[config.mk]
export PLATFORM = sky130hd
export DESIGN_NAME = pipeline_stall_ctrl
export DESIGN_NICKNAME = d
export VERILOG_FILES = /design/src/rtl/pipeline_stall_ctrl.sv
export SDC_FILE = /design/constraint.sdc
export NUM_CORES = 1
export LEC_CHECK = 0
export CORE_MARGIN = 2
export CORE_UTILIZATION = 55
export CTS_CLUSTER_DIAMETER = 120
export CTS_CLUSTER_SIZE = 10
export DETAILED_ROUTE_END_ITERATION = 12
export DONT_BUFFER_PORTS = 1
export GPL_ROUTABILITY_DRIVEN = 0
export GPL_TIMING_DRIVEN = 0
export PLACE_DENSITY = 0.7
export SLEW_MARGIN = 10
export SYNTH_ARGS = -nofsm -noshare
export SYNTH_HDL_FRONTEND = slang
export SYNTH_SLANG_ARGS = --single-unit
[constraint.sdc]
create_clock -name clk -period 3.3 [get_ports clk]
set_clock_uncertainty 0.05 [all_clocks]
set_input_delay 0.495 -clock clk [delete_from_list [all_inputs] [get_ports clk]]
set_output_delay 0.495 -clock clk [all_outputs]
set_load 0.02 [all_outputs]
[src/rtl/pipeline_stall_ctrl.sv]
// Pipeline enable/flush sequencer for the 5-stage RV32I core: load-use stalls, EX branch flushes,
// data-memory wait states with timeout. Optional stall counter built when STALL_PERF_CNT_EN is defined.
module pipeline_stall_ctrl #(
    parameter int MEM_TIMEOUT = 16
) (
    input  logic        clk,
    input  logic        reset,
    input  logic        MemRead_EX,
    input  logic [4:0]  RD_EX,
    input  logic [4:0]  RS1_ID,
    input  logic [4:0]  RS2_ID,
    input  logic        UseRS1_ID,
    input  logic        UseRS2_ID,
    input  logic        BrTaken_EX,
    input  logic        DmemReq_MA,
    input  logic        DmemReady,
    output logic        PCWEn,
    output logic        IF_ID_WEn,
    output logic        ID_EX_WEn,
    output logic        EX_MA_WEn,
    output logic        MA_WB_WEn,
    output logic        IF_ID_Flush,
    output logic        ID_EX_Flush,
    output logic        MemErr,
    output logic [31:0] StallCycles
);

    typedef enum logic [1:0] {RUN, MEM_WAIT, ERROR} state_t;

    localparam logic [7:0] TIMEOUT_W = 8'(MEM_TIMEOUT);

    state_t     state_reg;
    logic [7:0] wait_cnt_reg;
    logic [7:0] wait_cnt_next;
    logic       mem_err_reg;
    logic       freeze;
    logic       load_use;

    always_comb begin
        freeze = ((state_reg == MEM_WAIT) && !DmemReady) ||
                 ((state_reg == RUN) && DmemReq_MA && !DmemReady) ||
                 (state_reg == ERROR);
        load_use = MemRead_EX && (RD_EX != 5'd0) &&
                   ((UseRS1_ID && (RD_EX == RS1_ID)) || (UseRS2_ID && (RD_EX == RS2_ID)));
        wait_cnt_next = wait_cnt_reg + 8'd1;
    end

    // Priority: reset > freeze > taken branch > load-use > normal flow.
    always_comb begin
        PCWEn       = 1'b1;
        IF_ID_WEn   = 1'b1;
        ID_EX_WEn   = 1'b1;
        EX_MA_WEn   = 1'b1;
        MA_WB_WEn   = 1'b1;
        IF_ID_Flush = 1'b0;
        ID_EX_Flush = 1'b0;
        if (reset) begin
            {PCWEn, IF_ID_WEn, ID_EX_WEn, EX_MA_WEn, MA_WB_WEn} = 5'b00000;
            IF_ID_Flush = 1'b1;
            ID_EX_Flush = 1'b1;
        end else if (freeze) begin
            {PCWEn, IF_ID_WEn, ID_EX_WEn, EX_MA_WEn, MA_WB_WEn} = 5'b00000;
        end else if (BrTaken_EX) begin
            IF_ID_Flush = 1'b1;
            ID_EX_Flush = 1'b1;
        end else if (load_use) begin
            PCWEn       = 1'b0;
            IF_ID_WEn   = 1'b0;
            ID_EX_Flush = 1'b1;
        end
    end

    always_ff @(posedge clk) begin
        if (reset) begin
            state_reg    <= RUN;
            wait_cnt_reg <= 8'd0;
            mem_err_reg  <= 1'b0;
        end else begin
            case (state_reg)
                RUN: begin
                    if (DmemReq_MA && !DmemReady) begin
                        state_reg    <= MEM_WAIT;
                        wait_cnt_reg <= 8'd1;
                    end
                end
                MEM_WAIT: begin
                    if (DmemReady) begin
                        state_reg    <= RUN;
                        wait_cnt_reg <= 8'd0;
                    end else if (wait_cnt_next == TIMEOUT_W) begin
                        state_reg    <= ERROR;
                        wait_cnt_reg <= 8'd0;
                        mem_err_reg  <= 1'b1;
                    end else begin
                        wait_cnt_reg <= wait_cnt_next;
                    end
                end
                default: begin
                    state_reg   <= ERROR;
                    mem_err_reg <= 1'b1;
                end
            endcase
        end
    end

    assign MemErr = mem_err_reg && !reset;

`ifdef STALL_PERF_CNT_EN
    logic [31:0] stall_cnt_reg;

    // Saturating count of cycles in which the PC is held.
    always_ff @(posedge clk) begin
        if (reset) begin
            stall_cnt_reg <= 32'd0;
        end else if (!PCWEn && (stall_cnt_reg != 32'hFFFF_FFFF)) begin
            stall_cnt_reg <= stall_cnt_reg + 32'd1;
        end
    end

    assign StallCycles = reset ? 32'd0 : stall_cnt_reg;
`else
    assign StallCycles = 32'd0;
`endif

endmodule
Word level (Yosys, flattened, before mapping):

Index checks and enable logic that the tools add are counted.
W data, S select, Z words.

* output and inout port bits: 40
* bits in registers: 11
* input bits: 23
* logic and storage cells: 58

* multiplexer cells: 24
* bitwise gates (word level): 1
* eq/ne operators: 9
* add/subtract/negate cells: 1
* reductions and logical operators: 20

Operators with widths (count)
* $mux W8: 3
* $pmux W8 S2: 1
* $mux W1: 15
* $eq A5 B5 Y1: 2
* $logic_and A1 B1 Y1: 9
* $add A8 B1 Y8 const B: 1
* $eq A8 B5 Y1 const B: 1
* $mux W2: 3
* $reduce_bool A5 Y1: 1
* $ne A2 B1 Y1 const B: 2
* $pmux W2 S2: 1
* $reduce_and A2 Y1: 2
* $logic_or A1 B1 Y1: 3
* $ne A3 B2 Y1 const B: 1
* $reduce_and A3 Y1: 1
* $eq A2 B1 Y1 const B: 1
* $eq A2 B2 Y1 const B: 1
* $logic_not A1 Y1: 2
* $logic_not A2 Y1: 1
* $ne A2 B2 Y1 const B: 1
* $pmux W1 S2: 1
* $reduce_bool A2 Y1: 1
* $not A1 Y1: 1

Depth between registers and ports, before layout:

* depth after elaboration: 8
* gate-level depth with buffers: 6
* depth with buffers taken out: 6

Worst setup path after synthesis:

OpenSTA, ideal clock, no wires.

* kind: input-to-output
* start: input DmemReq_MA
* end: output PCWEn
* slack: 0.987 ns
* stages: 5
* buffers on the path: 1
* arrival: 1.768 ns
* required time: 2.755 ns
* path through: o21ai_0 > o21ai_0 > nor2_1 > o21a_1 > buf_4

* longest elaborated chain between the ends: 6

Ends and longest elaborated chain
* start, declared: RTL line 15 `input logic DmemReq_MA,`
* $logic_and A1 B1 Y1 (2 in a row): RTL line 41 `((state_reg == RUN) && DmemReq_MA && !DmemReady) ||`
* $logic_or A1 B1 Y1: RTL line 40 `freeze = ((state_reg == MEM_WAIT) && !DmemReady) ||`
* $logic_or A1 B1 Y1: RTL line 41
* $mux W1 (2 in a row)
* end, declared: RTL line 17 `output logic PCWEn,`

Every way passes these cells.

Worst setup path in the final report:

* start: register state_reg[0]
* end: output PCWEn

* longest elaborated chain between the ends: 7
* elaborated cells on any way between the ends: 10
* classes of those cells: eq/ne: 2; mux: 2; reduce/logical: 6

Ends and longest elaborated chain
* start, declared: RTL line 32 `state_t state_reg;`
* start signal, assigned: RTL line 75 `state_reg <= RUN;`
* start signal, assigned: RTL line 82 `state_reg <= MEM_WAIT;`
* start signal, assigned: RTL line 88 `state_reg <= RUN;`
* $logic_not A2 Y1: RTL line 41
* $logic_and A1 B1 Y1 (2 in a row): RTL line 41
* $logic_or A1 B1 Y1: RTL line 40
* $logic_or A1 B1 Y1 *: RTL line 41
* $mux W1 * (2 in a row)

Every way passes the cells marked *; elsewhere a longest branch is shown, timed or not.

==> results.sh <==
export IMPL_whs_path_depth=1
export IMPL_r2r_end="wait_cnt_reg[1]"
export IMPL_syn_avg_cell_area_um2=7.870
export IMPL_antenna_found_initial=0
export IMPL_vias=905
export IMPL_worstSkewPairLatency_ns=0.27
export IMPL_min_to="state_reg[1]"
export IMPL_critPathMaxStageDelay_ns=0.46
export IMPL_drt_first_pass_iters=4
export IMPL_holdCritPathClass="in2reg"
export IMPL_maxCapViolCount=0
export IMPL_start_kind="flop"
export IMPL_max_freq_mhz=379.1
export IMPL_clockBufferDepth=2
export IMPL_num_io_pins=63
export IMPL_die_w_um=47.30
export IMPL_period_needed_ns=2.638
export IMPL_cp_required_ns=2.75
export IMPL_synth_top_area_share_pct=25.49
export IMPL_cts_setup_buffers=0
export IMPL_timing_rr_start="wait_cnt_reg[0]"
export IMPL_nNetsFinal=191
export IMPL_largest_reg_flops=8
export IMPL_post_cts_resized=0
export IMPL_numPlacedInstances=187
export IMPL_worstMarginPinSlew_ns=0.5489
export IMPL_diodes=0
export IMPL_setup_viol=0
export IMPL_clock_root_buffer="clkbuf_4"
export IMPL_ys_seq_area_share_pct=21.36
export IMPL_yosys_area_top_type="buf_4"
export IMPL_critPathKind="reg2out"
export IMPL_min_period_over_period_pct=79.94
export IMPL_crit_top_cell="o21ai_0"
export IMPL_yosys_top_cells_area="buf_4 25%, dfxtp_1 21%, xnor2_1 9.3%"
export IMPL_wire_per_inst_um=10.28
export IMPL_maxSlewViolCount=0
export IMPL_cts_htree_levels=1
export IMPL_hp_start="reset"
export IMPL_cts_buffers=3
export IMPL_port_buffers=0
export IMPL_routed_wl_mm=1.963
export IMPL_ff2ff_path_depth=5
export IMPL_grt_usage_pct=19.07
export IMPL_synthToLayoutAreaGrowth_pct=16.87
export IMPL_dieArea_um2=2237
export IMPL_layout_cells_non_filler=191
export IMPL_synth_area_um2=1031
export IMPL_dp_hpwl_mm=1.716
export IMPL_reg2reg_slack_ns=1.35
export IMPL_grt_max_degree=11
export IMPL_hold_viol_final=0
export IMPL_syn_inst=131
export IMPL_fillers=158
export IMPL_synth_distinct_cells=38
export IMPL_drt_iter0_markers=14
export IMPL_slew_headroom_pct=63.16
export IMPL_initial_core_util_pct=59.07
export IMPL_critical_path_cell_chain="o21ai_0 > o21ai_0 > nor2_1 > o21a_1 > buf_4"
export IMPL_cellLeakagePower_nw=0.5686
export IMPL_grt_pass1_vias=747
export IMPL_num_rows=15
export IMPL_fp_dieH_um=47.30
export IMPL_crit_path_top_delay_cell="nor2_1"
export IMPL_clk_pin_slew_ns=0.07
export IMPL_cts_tree="done"
export IMPL_cp_data_arrival_time_ns=2.09
export IMPL_rsz0062_at_grt="false"
export IMPL_end_kind="output port"
export IMPL_grt_first_pass_wirelength_mm=3.049
export IMPL_powerDensity_nw_per_um2=277.6
export IMPL_ant_nets=0
export IMPL_crit_path_max_fanout=6
export IMPL_grt_ovfl_total=0
export IMPL_setup_tns_ns=0
export IMPL_postLayoutCoreUtil_pct=69.03
export IMPL_cts_hold_buffers=0
export IMPL_ys_seq_elements=11
export IMPL_drive_gt1_share_pct=26.51
export IMPL_worstSetupStartpoint="state_reg[0]"
export IMPL_yosys_warnings=0
export IMPL_viasPerCell=4.738
export IMPL_drc_errors=0
export IMPL_outcome="finished clean"
export IMPL_fp_coreArea_um2=1745
export IMPL_cts_sinks=11
export IMPL_max_vdd_ir_drop_mv=0.2324
-- where the power goes --
part	switching, mW	internal (mW)	total [mW]
logic	0.0612	0.0445	0.106
clock network	0.0449	0.0468	0.0917
registers	0.00268	0.134	0.137
-- stage by stage --
step / worst slack [ns] / instance area (um^2) / hold slack, ns / total power, mW
4_1_cts: 0.6641 / 1205 / 0.2318 / 0.3341
3_5_place_dp: 0.8291 / 1179 / 0.4262 / 0.2440
6_report: 0.6619 / 1205 / 0.2357 / 0.3345
2_1_floorplan: 0.9866 / 1147 / 0.4004 / 0.2383
3_3_place_gp: 0.8623 / 1179 / 0.4110 / 0.2423
5_1_grt: 0.5269 / 1205 / 0.2243 / 0.3510
-- Yosys cell counts, drive strengths merged --
master  count
o32ai       1
nand3b      2
nand2       7
and2b       1
nand2b      2
o21ai       6
and4b       2
inv         3
o21ba       1
nor3        3
o311ai      1
o41ai       1
conb        1
o21a        1
and3        1
buf        35
xor2        1
o21bai      2
a21o        1
a21oi       5
nor2b       4
dfxtp      11
a211oi      1
xnor2      11
ha          1
or4b        1
o211ai      1
clkbuf      1
a22oi       2
nor4        1
nand3       3
or4         2
o22ai       1
nand4       3
nor2       10
a311oi      1
-- logic make-up after synthesis --
kind of cell	synth area share, %
other	0.3637
flip-flops	21.36
XOR/XNOR	10.19
AND/OR/NAND/NOR	23.06
buffers and inverters	26.94
AO/OA/AOI/OAI	16.87
adder cells (fa/ha/maj)	1.213
-- worst max-delay path: cells and delay by family, from the launching register on --
family          cells  cell delay (ns)
buf+inv             1             0.19
flops               1             0.35
simple gates        1             0.46
compound gates      3             0.82
-- worst max-delay path by stage --
stage,to,slack (ns),cells after the start
global placement,PCWEn,0.86,5
CTS,PCWEn,0.66,5
global route,PCWEn,0.53,5
detailed placement,PCWEn,0.83,5
floorplan,PCWEn,0.99,5
finish,PCWEn,0.66,5
-- metal layers --
metal	track usage, %	part of all wire [%]	vias up
met5	0	0	-
met4	3.333	0.66	0
met3	5.000	7.4	2
li1	-	-	462
met2	35.95	54	40
met1	21.38	38	401
-- cell type report --
cell class	count	area, um^2	share of cell area [%]
multi-input combinational	112	649.4	53.89
buffer	36	266.5	22.12
sequential	11	220.2	18.28
inverter	3	11.26	0.9346
clock buffer	4	26.28	2.181
tap	25	31.28	2.596
-- layout by cell type (no fill, tap or decap), types with 2 or more instances in the layout --
cell type,Yosys,routed
a21oi_1,5,5
a22oi_1,2,2
buf_4,35,35
clkbuf_1,1,2
clkbuf_4,0,3
conb_1,1,32
dfxtp_1,11,11
inv_1,3,3
nand2_1,7,7
nand2b_1,2,2
nand3_1,3,3
nand3b_1,2,2
nand4_1,3,3
nor2_1,10,10
nor2b_1,4,4
nor3_1,3,3
o21ai_0,4,4
o21ai_1,2,2
o21bai_1,2,2
or4_1,2,2
xnor2_1,11,11
Note: power is estimated with default switching activity, not from simulation.
